==> config.mk <==
export PLATFORM = sky130hd
export DESIGN_NAME = wb_retire_v
export DESIGN_NICKNAME = d
export VERILOG_FILES = /design/src/rtl/wb_retire_v.sv
export SDC_FILE = /design/constraint.sdc
export NUM_CORES = 1
export LEC_CHECK = 0
export CAP_MARGIN = 10
export CORE_MARGIN = 2
export CORE_UTILIZATION = 43
export DETAILED_ROUTE_END_ITERATION = 12
export GPL_ROUTABILITY_DRIVEN = 0
export GPL_TIMING_DRIVEN = 0
export PLACE_DENSITY = 0.65
export SLEW_MARGIN = 25
export SYNTH_ARGS = -nofsm -noshare
export SYNTH_HDL_FRONTEND = slang
export SYNTH_SLANG_ARGS = --single-unit
==> constraint.sdc <==
create_clock -name clock -period 10.1 [get_ports clock]
set_input_delay 2.525 -clock clock [delete_from_list [all_inputs] [get_ports clock]]
set_output_delay 2.525 -clock clock [all_outputs]
set_load 0.02 [all_outputs]
==> src/rtl/wb_retire_v.sv <==
// wb_retire_v: write-back retire queue for one vector lane.
// Optional same-cycle ALU bypass when empty: define WB_BYPASS_EN.
module wb_retire_v #(
  parameter int DEPTH       = 4,
  parameter int WIDTH_DEPTH = $clog2(DEPTH),
  parameter int IDX_W       = 5,
  parameter int DAT_W       = 32
) (
  input  logic             clock,
  input  logic             reset,
  input  logic             I_Stall,
  input  logic             I_Valid_A,
  input  logic [IDX_W-1:0] I_Index_A,
  input  logic [DAT_W-1:0] I_Data_A,
  input  logic             I_Valid_B,
  input  logic [IDX_W-1:0] I_Index_B,
  input  logic [DAT_W-1:0] I_Data_B,
  output logic             O_WB_Valid,
  output logic [IDX_W-1:0] O_WB_Index,
  output logic [DAT_W-1:0] O_WB_Data,
  output logic             O_Full,
  output logic             O_Empty,
  output logic             O_Overflow
);

  localparam int CW = WIDTH_DEPTH + 1;
  localparam logic [CW-1:0] L_DEPTH = CW'(DEPTH);
  localparam logic [CW-1:0] L_ONE   = CW'(1);
  localparam logic [CW-1:0] L_TWO   = CW'(2);

  typedef struct packed {
    logic [IDX_W-1:0] idx;
    logic [DAT_W-1:0] dat;
  } entry_t;

  entry_t                 r_mem [DEPTH];
  logic [WIDTH_DEPTH-1:0] r_rptr;
  logic [WIDTH_DEPTH-1:0] r_wptr;
  logic [CW-1:0]          r_count;
  logic                   r_ovf;

  logic                   w_deq;
  logic                   w_bypass;
  logic                   w_want_a;
  logic                   w_wr_a;
  logic                   w_wr_b;
  logic                   w_drop;
  logic [CW-1:0]          w_free;
  logic [CW-1:0]          w_need_b;
  logic [CW-1:0]          w_enq_n;
  logic [WIDTH_DEPTH-1:0] w_b_ptr;

`ifdef WB_BYPASS_EN
  assign w_bypass = (r_count == '0) && !I_Stall && I_Valid_A;
`else
  assign w_bypass = 1'b0;
`endif

  // Free space counts the slot being retired this cycle, so a full
  // queue that retires can still accept one result.
  assign w_deq    = (r_count != '0) && !I_Stall;
  assign w_free   = L_DEPTH - r_count + {{WIDTH_DEPTH{1'b0}}, w_deq};
  assign w_want_a = I_Valid_A && !w_bypass;
  assign w_wr_a   = w_want_a && (w_free >= L_ONE);
  assign w_need_b = w_wr_a ? L_TWO : L_ONE;
  assign w_wr_b   = I_Valid_B && (w_free >= w_need_b);
  assign w_drop   = (w_want_a && !w_wr_a) || (I_Valid_B && !w_wr_b);
  assign w_enq_n  = {{WIDTH_DEPTH{1'b0}}, w_wr_a}
                  + {{WIDTH_DEPTH{1'b0}}, w_wr_b};
  assign w_b_ptr  = r_wptr + {{(WIDTH_DEPTH-1){1'b0}}, w_wr_a};

  // Pointer, occupancy and sticky overflow bookkeeping.
  always_ff @(posedge clock) begin
    if (reset) begin
      r_rptr  <= '0;
      r_wptr  <= '0;
      r_count <= '0;
      r_ovf   <= 1'b0;
    end else begin
      r_rptr  <= r_rptr + {{(WIDTH_DEPTH-1){1'b0}}, w_deq};
      r_wptr  <= r_wptr + w_enq_n[WIDTH_DEPTH-1:0];
      r_count <= r_count + w_enq_n - {{WIDTH_DEPTH{1'b0}}, w_deq};
      if (w_drop) r_ovf <= 1'b1;
    end
  end

  // Entry storage; A lands at wptr, B directly behind it.
  always_ff @(posedge clock) begin
    if (!reset) begin
      if (w_wr_a) r_mem[r_wptr]  <= '{idx: I_Index_A, dat: I_Data_A};
      if (w_wr_b) r_mem[w_b_ptr] <= '{idx: I_Index_B, dat: I_Data_B};
    end
  end

  // Write-back bus: bypassed A, else the head entry, else zero.
  always_comb begin
    O_WB_Valid = 1'b0;
    O_WB_Index = '0;
    O_WB_Data  = '0;
    if (w_bypass) begin
      O_WB_Valid = 1'b1;
      O_WB_Index = I_Index_A;
      O_WB_Data  = I_Data_A;
    end else if (w_deq) begin
      O_WB_Valid = 1'b1;
      O_WB_Index = r_mem[r_rptr].idx;
      O_WB_Data  = r_mem[r_rptr].dat;
    end
  end

  assign O_Full     = (L_DEPTH - r_count) < L_TWO;
  assign O_Empty    = (r_count == '0);
  assign O_Overflow = r_ovf;

endmodule
==> results.sh <==
export IMPL_seqCellArea_um2=4600
export IMPL_rows=50
export IMPL_drv_slew=0
export IMPL_start_util=0.442
export IMPL_grt_pass1_vias=5130
export IMPL_core_area_um2=18800
export IMPL_placed_cell_area_um2=9870
export IMPL_yosysWarnings=0
export IMPL_die_area_um2=20500
export IMPL_syn_to_final_growth_pct=26.5
export IMPL_worstPathArrival_ns=4.86
export IMPL_drc=0
export IMPL_clock_sinks=156
export IMPL_grt_start_max_net_pins=38
export IMPL_syn_num_nets=561
export IMPL_multiInputGateArea_um2=3500
export IMPL_cts_resized=0
export IMPL_skew_ns=0.00782
export IMPL_insertion_delay_ns=0.43
export IMPL_drive_gt1_frac=0.393
export IMPL_power_mw=2.71
export IMPL_hold_depth=2
export IMPL_drt_iter0_markers=244
export IMPL_port_buffers=119
export IMPL_hold_viol_final=0
export IMPL_crit_path_start_kind="input port"
export IMPL_crit_required_ns=7.58
export IMPL_numCtsBuffers=17
export IMPL_reg2regPathDepth=21
export IMPL_wl_per_cell_um=21.0
export IMPL_clock_root_buffer="clkbuf_16"
export IMPL_hold_path_class="register to register"
export IMPL_grt_pass1_wl_mm=28.6
export IMPL_gr_total_overflow=0
export IMPL_ant_nets=0
export IMPL_finalInstanceArea_um2=10500
export IMPL_hold_buffers=0
export IMPL_rsz0062_at_grt="no"
export IMPL_holdWs_ns=0.499
export IMPL_synth_main_ff_cell="edfxtp_1"
export IMPL_avgSynthCellArea_um2=17.8
export IMPL_setup_viol=0
export IMPL_path_clk_slew_ns=0.06
export IMPL_vias=4586
export IMPL_dieHeight_um=143
export IMPL_ys_ff_latch=156
export IMPL_dp_final_hpwl_mm=11.8
export IMPL_power_density_nw_per_um2=257
export IMPL_crit_fanout=10
export IMPL_clk_path_buf_depth=2
export IMPL_async_flop_share=0
export IMPL_drv_cap=0
export IMPL_dr_pass1_iters=6
export IMPL_layout_min_cycle_time_ns=7.39
export IMPL_antenna_found_initial=1
export IMPL_ys_types=27
export IMPL_routed_wl_mm=18.5
export IMPL_ys_seq_area_frac=0.553
export IMPL_end_kind="primary output"
export IMPL_grt_usage=0.191
export IMPL_outcome="finished clean"
export IMPL_syn_inst=468
export IMPL_critPathKind="input port to primary output"
export IMPL_fill_cells=1489
export IMPL_synth_edff_count=148
export IMPL_tightest_slew_ns=0.746
export IMPL_die_w_um=143
export IMPL_fin_nets=699
export IMPL_maxSlewHeadroom=0.503
export IMPL_leakage_nw=3.66
export IMPL_pin_count=120
export IMPL_tritoncts="yes"
export IMPL_cts_max_level=4
export IMPL_fmax_ghz=0.135
export IMPL_irDropWorstVdd_v=0.000191
export IMPL_syn_cell_area_um2=8320
export IMPL_period_share=0.732
export IMPL_timing_setup_tns_ns=0
export IMPL_post_cts_setup_buffers=0
export IMPL_via_per_inst=5.22
[cell usage after synthesis (all sizes together) (2+ instances only)]
cell    instances  area, um2
nor2            7       26.3
nor3            2       15.0
xor2            2       17.5
buf            21        180
xnor2           5       43.8
clkbuf          8       30.0
nor2b           6       37.5
dfxtp           8        160
mux4           37        833
and2           37        231
a31o            4       35.0
inv            12       45.0
edfxtp        148       4440
ha             13        163
nor3b           2       25.0
mux2          148       1950
[flip-flops by register name (all words and copies together) (netlist names)]
name and flops:
r_wptr 2, r_rptr 2, r_mem 148, O_Overflow 1, r_count 3
[stage by stage]
stage,setup WS (ns),std cells,util
5_1_grt,2.55,879,0.559
4_1_cts,2.63,878,0.559
3_3_place_gp,2.36,847,0.523
6_report,2.71,879,0.559
3_5_place_dp,2.62,847,0.524
2_1_floorplan,3.80,468,-
[final timing paths]
kind                            slack, ns                 endpoint               startpoint
worst max-delay path                 2.71            O_WB_Data[13]                  I_Stall
worst min-delay path                 0.50  O_Overflow$_SDFFE_PP0P_  O_Overflow$_SDFFE_PP0P_
worst max register to register       4.77    r_count[2]$_SDFF_PP0_    r_count[0]$_SDFF_PP0_
worst min register to register       0.50  O_Overflow$_SDFFE_PP0P_  O_Overflow$_SDFFE_PP0P_
[cell type report]
class                      instances  area share
antenna                            1    0.000238
buffer                            29      0.0200
clock buffer                      18      0.0408
clock inverter                    13      0.0212
inverter                          12     0.00428
multi-input combinational        271       0.332
sequential                       156       0.437
tap                              260      0.0309
timing repair buffer             119       0.113
[critical path: stages]
cell and delay, ns:
clkdlybuf4s50_1 0.40, nor2_1 0.15, clkbuf_1 0.46, clkbuf_1 0.46, and2_1 0.25, clkdlybuf4s50_1 0.61
[logic make-up (layout without fill, tap and decap cells)]
| kind of cell | count (synthesis) | count (layout) | synth area share |
|---|---|---|---|
| flip-flops | 156 | 156 | 0.553 |
| adder cells (fa/ha/maj) | 14 | 14 | 0.0219 |
| buffers and inverters | 41 | 191 | 0.0307 |
| multiplexers | 185 | 185 | 0.335 |
| AO/OA/AOI/OAI | 7 | 7 | 0.00857 |
| AND/OR/NAND/NOR | 58 | 58 | 0.0436 |
| XOR/XNOR | 7 | 7 | 0.00737 |
| other | 0 | 1 | 0 |
[power breakdown]
part / switching (mW) / internal [mW]
clock: 0.251 / 0.460
sequential: 0.0366 / 0.908
combinational: 0.522 / 0.530
[metal layers]
| metal | vias to the layer above | GRT usage | routed length, um |
|---|---|---|---|
| met5 | - | 0 | 0 |
| met1 | 2363 | 0.234 | 7780 |
| met2 | 87 | 0.339 | 9810 |
| met4 | 0 | 0.0631 | 270 |
| met3 | 21 | 0.0339 | 597 |
| li1 | 2115 | - | - |
[layout by cell type (no fill, tap or decap), drive strengths merged]
master | Yosys | routed
nand2 | 1 | 1
clkinv | 0 | 6
clkbuf | 8 | 26
fa | 1 | 1
dfxtp | 8 | 8
a211oi | 1 | 1
and2 | 37 | 37
nand2b | 1 | 1
nor3 | 2 | 2
clkinvlp | 0 | 1
nor2 | 7 | 7
diode | 0 | 1
a221oi | 1 | 1
inv | 12 | 12
edfxtp | 148 | 148
nor3b | 2 | 2
mux2 | 148 | 148
a31o | 4 | 4
xnor2 | 5 | 5
clkdlybuf4s50 | 0 | 119
xor2 | 2 | 2
and3b | 1 | 1
mux4 | 37 | 37
or3b | 1 | 1
buf | 21 | 21
bufinv | 0 | 6
nor2b | 6 | 6
ha | 13 | 13
o31ai | 1 | 1
Note: power is estimated with default switching activity, not from simulation.
